<file path="config.mk">
export PLATFORM = sky130hd
export DESIGN_NAME = branch_resolve_unit
export DESIGN_NICKNAME = d
export VERILOG_FILES = /design/src/rtl/bru_pkg.sv /design/src/rtl/bru_bht.sv /design/src/rtl/branch_resolve_unit.sv
export SDC_FILE = /design/constraint.sdc
export NUM_CORES = 1
export LEC_CHECK = 0
export ABC_AREA = 1
export CAP_MARGIN = 20
export CORE_MARGIN = 2
export CORE_UTILIZATION = 47
export DETAILED_ROUTE_END_ITERATION = 16
export PLACE_DENSITY_LB_ADDON = 0.25
export SETUP_SLACK_MARGIN = 0.5
export SYNTH_ARGS = -nofsm -noshare
export SYNTH_HDL_FRONTEND = slang
export SYNTH_SLANG_ARGS = --single-unit
</file>
<file path="constraint.sdc">
create_clock -name clk -period 3.25 [get_ports clk]
set_input_delay 0.325 -clock clk [delete_from_list [all_inputs] [get_ports clk]]
set_output_delay 0.325 -clock clk [all_outputs]
set_load 0.005 [all_outputs]
</file>
<file path="src/rtl/bru_pkg.sv">
// Shared types for the branch resolve unit: funct3 branch encodings,
// 2-bit saturating counter type and its reset value, and helper functions.
package bru_pkg;

  typedef enum logic [2:0] {
    BR_BEQ  = 3'b000,
    BR_BNE  = 3'b001,
    BR_RSV2 = 3'b010,
    BR_RSV3 = 3'b011,
    BR_BLT  = 3'b100,
    BR_BGE  = 3'b101,
    BR_BLTU = 3'b110,
    BR_BGEU = 3'b111
  } br_type_e;

  typedef logic [1:0] ctr_t;

  // Weakly not-taken.
  localparam ctr_t CTR_RST = 2'b01;
  localparam ctr_t CTR_MAX = 2'b11;
  localparam ctr_t CTR_MIN = 2'b00;

  function automatic logic br_legal(input logic [2:0] t);
    return (t[2:1] != 2'b01);
  endfunction

  // Resolve the branch from precomputed compare flags so the function stays width-agnostic.
  function automatic logic br_taken(input logic [2:0] t, input logic eq,
                                    input logic lt_s, input logic lt_u);
    logic tk;
    tk = 1'b0;
    case (br_type_e'(t))
      BR_BEQ:  tk = eq;
      BR_BNE:  tk = !eq;
      BR_BLT:  tk = lt_s;
      BR_BGE:  tk = !lt_s;
      BR_BLTU: tk = lt_u;
      BR_BGEU: tk = !lt_u;
      default: tk = 1'b0;
    endcase
    return tk;
  endfunction

  function automatic ctr_t ctr_next(input ctr_t c, input logic taken);
    ctr_t n;
    n = c;
    if (taken) begin
      if (c != CTR_MAX) n = c + 2'd1;
    end else begin
      if (c != CTR_MIN) n = c - 2'd1;
    end
    return n;
  endfunction

endpackage

</file>
<file path="src/rtl/bru_bht.sv">
// Branch history table: ENTRIES 2-bit saturating counters with one
// combinational read port and one synchronous update port (read-before-write).
module bru_bht
  import bru_pkg::*;
#(
  parameter int ENTRIES = 16,
  parameter int IDX_W   = $clog2(ENTRIES)
) (
  input  logic             clk,
  input  logic             rst_n,
  input  logic [IDX_W-1:0] rd_idx,
  output logic [1:0]       rd_ctr,
  input  logic             upd_en,
  input  logic [IDX_W-1:0] upd_idx,
  input  logic             upd_taken
);

  logic [ENTRIES-1:0][1:0] ctr;

  always_ff @(posedge clk or negedge rst_n) begin
    if (!rst_n) begin
      for (int i = 0; i < ENTRIES; i++) ctr[i] <= CTR_RST;
    end else if (upd_en) begin
      ctr[upd_idx] <= ctr_next(ctr[upd_idx], upd_taken);
    end
  end

  // Read sees the registered value, so a same-cycle lookup returns the pre-update count.
  assign rd_ctr = ctr[rd_idx];

endmodule

</file>
<file path="src/rtl/branch_resolve_unit.sv">
// Branch resolve unit: compares operands, registers the result behind a
// valid/ready handshake and trains a 2-bit BHT. Optional BRU_STATS_EN adds counters.
module branch_resolve_unit
  import bru_pkg::*;
#(
  parameter int XLEN        = 32,
  parameter int BHT_ENTRIES = 16
) (
  input  logic            clk,
  input  logic            rst_n,
  input  logic [XLEN-1:0] pred_pc,
  output logic            pred_taken,
  input  logic            in_valid,
  output logic            in_ready,
  input  logic [XLEN-1:0] in_a,
  input  logic [XLEN-1:0] in_b,
  input  logic [2:0]      in_type,
  input  logic [XLEN-1:0] in_pc,
  input  logic            in_pred_taken,
  output logic            out_valid,
  input  logic            out_ready,
  output logic            out_taken,
  output logic            out_mispredict,
  output logic            out_illegal,
  output logic [XLEN-1:0] out_pc
`ifdef BRU_STATS_EN
  ,
  output logic [31:0]     stat_branches,
  output logic [31:0]     stat_mispredicts
`endif
);

  localparam int IDX_W = $clog2(BHT_ENTRIES);

  typedef struct packed {
    logic            taken;
    logic            mispredict;
    logic            illegal;
    logic [XLEN-1:0] pc;
  } rsp_t;

  rsp_t       rsp_q, rsp_d;
  logic       vld_q;
  logic       accept;
  logic       legal;
  logic       eq, lt_s, lt_u;
  logic [1:0] rd_ctr;
  logic       upd_en;

  assign in_ready = !vld_q || out_ready;
  assign accept   = in_valid && in_ready;

  assign eq    = (in_a == in_b);
  assign lt_s  = ($signed(in_a) < $signed(in_b));
  assign lt_u  = (in_a < in_b);
  assign legal = br_legal(in_type);

  always_comb begin
    rsp_d            = '0;
    rsp_d.illegal    = !legal;
    rsp_d.taken      = legal && br_taken(in_type, eq, lt_s, lt_u);
    rsp_d.mispredict = rsp_d.taken ^ in_pred_taken;
    rsp_d.pc         = in_pc;
  end

  // Payload only reloads on accept, so it holds while the consumer stalls.
  always_ff @(posedge clk or negedge rst_n) begin
    if (!rst_n) begin
      vld_q <= 1'b0;
      rsp_q <= '0;
    end else begin
      if (accept) begin
        vld_q <= 1'b1;
        rsp_q <= rsp_d;
      end else if (out_ready) begin
        vld_q <= 1'b0;
      end
    end
  end

  assign out_valid      = vld_q;
  assign out_taken      = rsp_q.taken;
  assign out_mispredict = rsp_q.mispredict;
  assign out_illegal    = rsp_q.illegal;
  assign out_pc         = rsp_q.pc;

  assign upd_en = accept && legal;

  bru_bht #(
    .ENTRIES (BHT_ENTRIES),
    .IDX_W   (IDX_W)
  ) u_bht (
    .clk       (clk),
    .rst_n     (rst_n),
    .rd_idx    (pred_pc[IDX_W+1:2]),
    .rd_ctr    (rd_ctr),
    .upd_en    (upd_en),
    .upd_idx   (in_pc[IDX_W+1:2]),
    .upd_taken (rsp_d.taken)
  );

  assign pred_taken = rd_ctr[1];

`ifdef BRU_STATS_EN
  always_ff @(posedge clk or negedge rst_n) begin
    if (!rst_n) begin
      stat_branches    <= '0;
      stat_mispredicts <= '0;
    end else if (upd_en) begin
      stat_branches <= stat_branches + 32'd1;
      if (rsp_d.mispredict) stat_mispredicts <= stat_mispredicts + 32'd1;
    end
  end
`endif

  // PC bits outside the BHT index do not feed the predictor.
  logic unused_pc_bits;
  assign unused_pc_bits = ^{pred_pc[XLEN-1:IDX_W+2], pred_pc[1:0],
                            in_pc[XLEN-1:IDX_W+2], in_pc[1:0]};

endmodule

</file>
==> impl_metrics.yaml <==
clock_tree:
  cts_inserted_buffers: 9
  tritoncts_num_sinks: 68
  clock_tree_from_tritoncts: "yes"
  path_clk_slew_ns: 0.07
  cts_root_buf: "clkbuf_8"
  clock_insertion_delay_worst_skew_ns: 0.35
  max-clock-path-buffers: 2
  htree_num_levels: 3
synthesis:
  yosysWarningCount: 0
  synth_cell_type_count: 31
  yosysTopAreaCell: "dfrtp_1"
  share_of_yosys_cell_area_claimed_by_the_top_area_cell_type_pct: 31.3
  synth_area_per_cell_um2: 7.24
  synth_area_um2: 4160
  number_of_synthesized_flops_with_an_enable_pin: 0
  synth.net_count: 743
  post-synth-top-count-cell: "nand2_1"
  synthFlopType: "dfrtp_1"
  synth.yosys.seq_area_share_pct: 41.4
  ys_top_cells_by_count: "nand2_1, inv_1, dfrtp_1"
  netlist_instances: 575
  post_synth_main_area_contributors: "dfrtp_1, nand2_1, dfstp_2, ha_1, inv_1"
  ff_latch_count_synth: 68
  synthArstFlopShare_pct: 100
die:
  die_width_um: 98.1
  dieHeight_um: 98.1
  fp.dieArea_um2: 9630
  num_rows: 34
  i_o_pin_count: 174
  fp.coreArea_um2: 8640
  effective_utilization_at_floorplan_pct: 48.2
global_route:
  antenna_violations_before_repair: 0
  grt_first_pass_wirelength_um: 18900
  via_count_of_the_first_global_routing_pass: 4082
  largest_net_degree_at_the_start_of_global_routing: 45
  grtUsageTotal_pct: 24.0
  grt_overflow: 0
hold_path:
  hold_path_end: "u_bht.ctr[2]"
  holdCritPathClass: "register to register"
  hold_depth: 2
  hold_start: "u_bht.ctr[2]"
route:
  route.detailed.vias_per_inst: 5.06
  number_of_design_rule_violations_left_by_the_first_detailed_router_iteration: 225
  drc_errors: 0
  detailroute.via_count: 4220
  detailedRoute.firstPassIterationCount: 7
  wl_per_cell_um: 13.6
  antenna_left: 0
  detail_route.wirelength_um: 11400
place:
  placement.setup.worst_slack_ns: 0.297
  post-dp-hpwl_um: 8660
  portBuffers: 145
  gp_congestion: 0.896
setup_path:
  worst_r2r_endpoint: "u_bht.ctr[5]"
  critPathArrivalTime_ns: 2.23
  slowest_delay_ns: 0.77
  regToRegStartpoint: "out_valid"
  worst_r2r_path_depth: 10
  critical_path.endpoint_type: "output port"
  critical_path.slowest_cell: "clkdlybuf4s50_1"
  kind_of_start_point_of_the_critical_path: "primary input"
  cp.required_ns: 2.92
  crit_chain: "clkdlybuf4s50_1 -> mux2i_1 -> o21ai_0 -> o22ai_1 -> o21ai_0 -> clkdlybuf4s50_1"
  setup.worst_path.class: "primary input to output port"
  critical_path_maximum_fanout: 12
  worst-r2r-setup-slack_ns: 1.12
layout:
  number_of_fillers_in_the_final_layout: 730
  layout-drive-gt1-share_pct: 5.79
  area_taken_by_multi_input_logic_gates_um2: 2080
  diodes: 0
  sequential_cell_area_um2: 1720
  area.growth.synth_to_final_pct: 41.6
  fin_nets: 889
  finish.utilization_pct: 68.2
timing:
  worst_clock_skew_ns: 0.00723
  fin_crit_period_ns: 2.56
  slew_violations: 0
  timing.final.hold_violations: 0
  setup_viol_count_final: 0
  total_negative_setup_slack_ns: 0
  clock.fmax_mhz: 391
  layout_setup_ws_ns: 0.694
  setup_repair_after_global_routing_missed_its_margin: "no"
  finalCritPeriodShare_pct: 78.6
  maxSlewHeadroom_pct: 35.5
  worst-slew-pin-transition_ns: 0.967
power_and_ir_drop:
  switching_fraction_of_total_power_pct: 30.5
  clock_power_share_pct: 26.8
  power_spent_charging_and_discharging_nets_mw: 0.764
  cell_internal_pwr_mw: 1.74
  share_seq_of_total_power_pct: 44.2
  power.static_leakage_nw: 2.96
  worst_ir_drop_vdd_uv: 266
  power.combinational.fraction_pct: 29.1
  power_density_nw_per_um2: 426
status:
  outcome: "completed"
job:
  maxCapViolations: 0
[cell type report]
| class | instances | area share, % |
|---|---|---|
| flip-flops and latches | 68 | 29.2 |
| clock buffers | 11 | 2.23 |
| well taps | 108 | 2.29 |
| clock inverters | 5 | 0.892 |
| repair buffers | 148 | 25.0 |
| inverters | 79 | 5.03 |
| multi-input cells | 415 | 35.4 |
[cells by family after synthesis]
| logic type | share of synthesized area [%] |
|---|---|
| and+or+nand+nor | 31.7 |
| buffers and inverters | 8.78 |
| DFF | 41.4 |
| AOI/OAI and AO/OA | 7.60 |
| adders and majority gates | 9.62 |
| muxes | 0.962 |
[per-stage QoR]
step	hold slack (ns)	std cells	instance area [um2]	power (mW)
after global placement	0.338	817	5690	1.82
after detailed placement	0.345	817	5690	1.84
after CTS	0.471	834	5880	2.52
after global routing	0.488	834	5890	2.65
final	0.472	834	5890	2.51
after floorplan	0.0294	575	4160	1.46
[power groups by stage]
stage          clock, mW  combinational, mW  sequential (mW)
3_3_place_gp           0              0.704             1.11
4_1_cts            0.682              0.730             1.10
3_5_place_dp           0              0.727             1.12
2_1_floorplan          0              0.350             1.11
6_report           0.672              0.729             1.11
5_1_grt            0.718              0.812             1.12
[per-layer routing]
layer,routed length [um],vias to the layer above,global-route usage (%)
met5,0,-,0
met4,157,0,7.59
met3,716,19,3.15
met2,5470,155,41.6
met1,5020,1953,31.2
li1,-,2093,-
[critical path: cells and delay by family]
kind | cells | cell delay [ns]
AOI/OAI and AO/OA | 3 | 0.47
buffers and inverters | 2 | 1.30
muxes | 1 | 0.14
[cell usage in the layout (no fill, tap or decap), drive strengths merged, types with 4 or more instances in the layout]
cell type / Yosys / layout
a21oi: 20 / 20
a22oi: 8 / 8
clkbuf: 6 / 11
clkdlybuf4s50: 0 / 144
dfrtp: 52 / 52
dfstp: 16 / 16
ha: 32 / 32
inv: 79 / 79
mux2i: 4 / 4
nand2: 249 / 249
nand3: 31 / 31
nand4: 6 / 6
nor2: 38 / 38
o211ai: 5 / 5
o21ai: 14 / 14
[state kept, by name, summed over array words and instances, names as in the netlist]
| signal | cells |
|---|---|
| out_pc | 32 |
| u_bht.ctr | 32 |
| out_mispredict | 1 |
| out_illegal | 1 |
| out_valid | 1 |
| out_taken | 1 |
[how the worst max path moves through the flow]
stage                          start             to  slack, ns  depth (start not counted)
after floorplan             in_b[31]  u_bht.ctr[31]       1.22                         12
after global placement      in_b[27]  u_bht.ctr[23]       0.38                         13
after detailed placement    in_b[27]  u_bht.ctr[29]       0.30                         13
after CTS                   in_b[27]  u_bht.ctr[29]       0.66                         13
after global routing      pred_pc[2]     pred_taken       0.52                          6
final                     pred_pc[2]     pred_taken       0.69                          6
[repair_timing]
item	in CTS	in global routing
endpoints found under the hold margin	17	0
gates resized for setup	0	1
endpoints found under the setup margin	0	16
hold buffers	1	0
setup buffers	0	0
No activity file was read; power rests on OpenSTA's default activity.
